`src/rtl/bus_s_arb.sv`:
```
// Registered S-bus merger: round-robin req/gnt arbiter with burst lock (ARB_EN=1)
// or legacy registered OR-merge (ARB_EN=0). Define BUS_S_COLLISION_EN for the sticky collision flag.
module bus_s_arb #(
  parameter int WIDTH  = 16,
  parameter int N_SRC  = 6,
  parameter int ARB_EN = 1,
  localparam int SRC_W = $clog2(N_SRC)
) (
  input  logic                   clk,
  input  logic                   rst_n,
  input  logic [N_SRC-1:0]       req,
  input  logic [N_SRC-1:0]       lock,
  input  logic [N_SRC*WIDTH-1:0] src_data,
  output logic [N_SRC-1:0]       gnt,
  output logic [WIDTH-1:0]       bus_out,
  output logic                   bus_valid,
  output logic [SRC_W-1:0]       bus_src,
  input  logic                   err_clr,
  output logic                   bus_err
);

  typedef enum logic {IDLE, GRANT} state_t;

  localparam logic [SRC_W-1:0] LAST_IDX = SRC_W'(N_SRC - 1);

  state_t           state, state_next;
  logic [SRC_W-1:0] ptr, ptr_next;
  logic [SRC_W-1:0] owner, owner_next;

  logic [N_SRC-1:0] gnt_next;
  logic [WIDTH-1:0] bus_out_next;
  logic             bus_valid_next;
  logic [SRC_W-1:0] bus_src_next;

  logic [SRC_W-1:0] winner;
  logic             win_found;
  logic [SRC_W-1:0] lowest_req;
  logic [WIDTH-1:0] or_data;
  logic [WIDTH-1:0] owner_data;

  // Round-robin search starting at ptr, wrapping explicitly at N_SRC-1
  always_comb begin
    int j;
    j         = 0;
    winner    = '0;
    win_found = 1'b0;
    for (int i = 0; i < N_SRC; i++) begin
      j = int'(ptr) + i;
      if (j >= N_SRC) j = j - N_SRC;
      if (!win_found && req[j]) begin
        win_found = 1'b1;
        winner    = SRC_W'(j);
      end
    end
  end

  always_comb begin
    lowest_req = '0;
    or_data    = '0;
    for (int i = N_SRC - 1; i >= 0; i--) begin
      if (req[i]) lowest_req = SRC_W'(i);
      or_data = or_data | src_data[i*WIDTH +: WIDTH];
    end
  end

  assign owner_data = src_data[int'(owner)*WIDTH +: WIDTH];

  always_ff @(posedge clk or negedge rst_n) begin
    if (!rst_n) begin
      state     <= IDLE;
      ptr       <= '0;
      owner     <= '0;
      gnt       <= '0;
      bus_out   <= '0;
      bus_valid <= 1'b0;
      bus_src   <= '0;
    end else begin
      state     <= state_next;
      ptr       <= ptr_next;
      owner     <= owner_next;
      gnt       <= gnt_next;
      bus_out   <= bus_out_next;
      bus_valid <= bus_valid_next;
      bus_src   <= bus_src_next;
    end
  end

  // No preemption: while in GRANT only the owner's req/lock are looked at
  always_comb begin
    state_next = state;
    ptr_next   = ptr;
    owner_next = owner;
    if (ARB_EN != 0) begin
      case (state)
        IDLE: begin
          if (win_found) begin
            state_next = GRANT;
            owner_next = winner;
          end
        end
        GRANT: begin
          if (!(req[owner] && lock[owner])) begin
            state_next = IDLE;
            ptr_next   = (owner == LAST_IDX) ? '0 : owner + 1'b1;
          end
        end
        default: state_next = IDLE;
      endcase
    end
  end

  always_comb begin
    gnt_next       = '0;
    bus_out_next   = bus_out;
    bus_valid_next = 1'b0;
    bus_src_next   = bus_src;
    if (ARB_EN == 0) begin
      gnt_next       = req;
      bus_out_next   = or_data;
      bus_valid_next = |req;
      bus_src_next   = lowest_req;
    end else begin
      case (state)
        IDLE: begin
          if (win_found) gnt_next = N_SRC'(1) << winner;
        end
        GRANT: begin
          if (req[owner]) begin
            bus_out_next   = owner_data;
            bus_valid_next = 1'b1;
            bus_src_next   = owner;
            if (lock[owner]) gnt_next = gnt;
          end
        end
        default: gnt_next = '0;
      endcase
    end
  end

`ifdef BUS_S_COLLISION_EN
  logic collision;

  always_comb begin
    int nonzero;
    nonzero   = 0;
    collision = 1'b0;
    for (int i = 0; i < N_SRC; i++) begin
      if (src_data[i*WIDTH +: WIDTH] != '0) begin
        nonzero = nonzero + 1;
        if ((ARB_EN != 0) && (gnt != '0) && !gnt[i]) collision = 1'b1;
      end
    end
    if ((ARB_EN == 0) && (nonzero > 1)) collision = 1'b1;
  end

  // Sticky flag; a fresh collision wins over a simultaneous clear
  always_ff @(posedge clk or negedge rst_n) begin
    if (!rst_n)         bus_err <= 1'b0;
    else if (collision) bus_err <= 1'b1;
    else if (err_clr)   bus_err <= 1'b0;
  end
`else
  logic unused_err_clr;
  assign unused_err_clr = err_clr;
  assign bus_err        = 1'b0;
`endif

endmodule

```
`config.mk`:
```
export PLATFORM = sky130hd
export DESIGN_NAME = bus_s_arb
export DESIGN_NICKNAME = d
export VERILOG_FILES = /design/src/rtl/bus_s_arb.sv
export SDC_FILE = /design/constraint.sdc
export NUM_CORES = 1
export LEC_CHECK = 0
export BUFFER_PORTS_ARGS = -buffer_cell sky130_fd_sc_hd__buf_4
export CAP_MARGIN = 10
export CORE_MARGIN = 8
export CORE_UTILIZATION = 39
export DETAILED_ROUTE_END_ITERATION = 12
export GPL_TIMING_DRIVEN = 0
export PLACE_DENSITY = 0.75
export SYNTH_ARGS = -nofsm -noshare
export SYNTH_HDL_FRONTEND = slang
export SYNTH_SLANG_ARGS = --single-unit
```
`constraint.sdc`:
```
create_clock -name clk -period 4.5 [get_ports clk]
set_clock_uncertainty 0.1 [all_clocks]
set_input_delay 0.9 -clock clk [delete_from_list [all_inputs] [get_ports clk]]
set_output_delay 0.9 -clock clk [all_outputs]
set_load 0.02 [all_outputs]
```
==> results by group <==
Place
  • Cell area after placement: 4330 sq um
  • Final GP Congestion: ~0.88
  • Dpl hpwl: 9.25 mm
  • Placed insts: roughly 580
  • Port Buffers: 135
  • Post-placement worst setup slack: -158 ps

Die
  • Total die area: 11300 sq um
  • Initial core utilization: 39.6%
  • Core ar.: 8050 sq um
  • Ports: 138
  • Std-Cell Rows: 33
  • Chip width: 106 um
  • Die height: 106 um

CTS
  • Post-CTS Setup Inserts: 0
  • CTS tree: built
  • TritonCTS Buffers: 5
  • CTS clk-pin slew, worst paths: 70 ps
  • Clk_lat worst skew: 290 ps
  • Root Driver: clkbuf_8
  • CTS Hold Buffers Added: 0
  • Clock buffer depth: 2
  • H-tree depth: 2
  • Clk sink count: 33

Power and ir drop
  • Pwr Density: 946 nW/um^2
  • Clk pwr share: 7.9%
  • Worst ir drop on vdd: 0.423 mV
  • Total power: between 4 and 5 mW
  • Net Switching: 2.10 mW
  • Leak: about 2.0 nW
  • Power Internal: approximately 2.2 mW
  • Gate power share: roughly four fifths
  • Sequential share of power: 12.6%
  • Switching Share: 49.4%

Route
  • DRT Pass-1 Iters: 4
  • Vias per inst: 5.67
  • DRC Markers: 0
  • Final WL: 11.0 mm
  • Post-DRT Antenna Nets: 0
  • DRT iter0 DRCs: 144
  • Via count: about 3300
  • WL per Instance: 18.9 um

STA
  • Min Tclk post-route: 4260 ps
  • Fin worst setup slack: 237 ps
  • Least-Margin Pin Slew: 766 ps
  • Setup tns final: 0 ps
  • Final hold vios: 0
  • FMAX: 235 MHz
  • RSZ-0062 raised after global routing: false
  • Relative slew margins: 49.0%
  • Final setup fails: 0
  • Tcrit/Tclk final: 94.7%
  • Hold_ws: ~380 ps
  • Max Transition Viols Final: 0

Final layout
  • Final net count: approximately 600
  • Layout area overhead: 40.8%
  • Ratio of cells with drive above 1 in the final layout: 43.2%
  • Final Non-Filler Cells: roughly 600
  • Number of fill cells: roughly 730
  • Finished Core Util: approximately 56%
  • Final Instance Area: about 4500 sq um
  • N_diodes: 0

Worst setup path
  • Crit Path Category: reg -> reg
  • Required @ worst endpoint: 4580 ps
  • CP startpoint kind: flop
  • Max FO, Critical Path: 10
  • Worst Path Arrival: 4340 ps
  • Nature of the critical path endpoint: flop

Logic synthesis
  • Post-synthesis sequential area ratio: 25.9%
  • Post-synth EDFFs: 0
  • Predominant post-synthesis flop cell: dfrtp_1
  • Syn_area_per_cell: ~9.5 sq um
  • Cell variety after synth: 62
  • Syn_nets: 460
  • Syn. warnings: 0
  • Post-synthesis sequential element count: 33
  • Synth Instances: ~340
  • Fraction of registers with async set/reset: 100%
  • Mapped cell area: 3190 sq um

GRT
  • Vias in the first global route: about 3500
  • Overflow after GRT: 0
  • Antenna violations before repair: 0
  • Largest net degree at the start of global routing: 34
  • Global-route wire length before repair: approximately 17 mm
  • Total GRT Usage: 19.3%

Min path
  • Hold Crit Class: reg -> reg

Outcome
  • Run status: finished clean

Job
  • Max-cap violations: 0
## layout make-up
cell class | count | area [sq um] | area share [%]
multi-input combinational | 271 | 2240 | 49.9
tap | 105 | 131 | 2.92
buffer | 22 | 108 | 2.40
clock buffer | 5 | 68.8 | 1.53
timing repair buffer | 135 | 1010 | 22.6
clock inverter | 3 | 65.1 | 1.45
sequential | 33 | 826 | 18.4
inverter | 10 | 37.5 | 0.836
## cells by family (layout without fill, tap and decap cells)
logic type,Yosys count,after routing,synth area share (%)
and+or+nand+nor,120,120,18.0
muxes,53,53,25.3
AOI/OAI and AO/OA,81,81,19.8
buffers and inverters,32,175,4.51
other,1,1,0.118
DFF,33,33,25.9
xor gates and xnor gates,3,3,1.29
adders and majority gates,13,13,5.10
## timing repair
action                     4_1_cts  5_1_grt
resized for setup                2        4
cloned                           0        0
setup endpoints to repair        9        9
pin swaps                        0        0
## power by group through the flow
stage	clock [mW]	combinational [mW]	sequential (mW)
after floorplan	0	2.36	0.643
after global placement	0	3.21	0.536
after detailed placement	0	3.28	0.540
after CTS	0.342	3.30	0.537
after global routing	0.353	3.68	0.556
final	0.337	3.37	0.537
## cell usage after synthesis (4+ instances only)
cell type,count,share of area [%]
nor2_1,49,5.8
dfrtp_1,33,26
nand2_1,25,2.9
mux2_2,21,7.4
mux4_2,19,13
a221oi_1,16,4.4
clkbuf_1,14,1.6
ha_1,13,5.1
o21ai_0,13,2.0
mux2i_1,12,3.8
nand3_1,10,1.6
inv_1,8,0.94
a21oi_1,7,1.1
a31oi_1,6,1.2
and3_1,6,1.2
nand2b_1,4,0.78
nor2b_1,4,0.78
or3_1,4,0.78
## critical path: stages, from the launching register on
cell	delay, ps
dfrtp_1	470
buf_2	250
inv_1	200
ha_4	380
inv_1	130
ha_1	390
mux4_2	530
a31o_1	270
or3b_4	430
nor3b_4	290
mux2i_2	300
mux2i_4	130
a32o_2	280
## worst paths after layout
path                         endpoint  slack (ps)        from  depth (start not counted)
setup / recovery               gnt[1]         240      ptr[1]                         12
hold / removal             bus_src[0]         380  bus_src[0]                          2
setup reg to reg               gnt[1]         240      ptr[1]                         12
hold reg to reg            bus_src[0]         380  bus_src[0]                          2
max in group asynchronous  bus_out[2]        3550       rst_n                          1
min in group asynchronous  bus_src[2]         440       rst_n                          1
## state kept, by name, summed over array words and instances, names as in the netlist
| register | count |
|---|---|
| bus_out | 16 |
| gnt | 6 |
| bus_src | 3 |
| owner | 3 |
| ptr | 3 |
| bus_valid | 1 |
| state | 1 |
## layout by cell type, fill, tap and decap left out, types with 3 or more instances in the layout
cell type and count:
buf_4 137, nor2_1 49, dfrtp_1 33, nand2_1 25, mux2_2 21, mux4_2 19
a221oi_1 16, clkbuf_1 13, o21ai_0 13, ha_1 12, mux2i_1 11, nand3_1 10
inv_1 8, a21oi_1 7, and3_1 6, a31oi_1 6, clkbuf_8 5, nand2b_1 4
nor2b_1 4, or3_1 4, a21o_1 3, o21a_1 3, buf_1 3, a32oi_1 3
or4_1 3, nand4_1 3, a22o_1 3, o31a_1 3
## routing by layer
metal / wire (um) / GRT usage [%] / part of all wire, %
met3: 980 / 7.44 / 8.9
met4: 212 / 7.34 / 1.9
met1: 3870 / 19.2 / 35
met5: 0 / 0 / 0
met2: 5950 / 35.6 / 54
(Power assumes the default switching activity.)
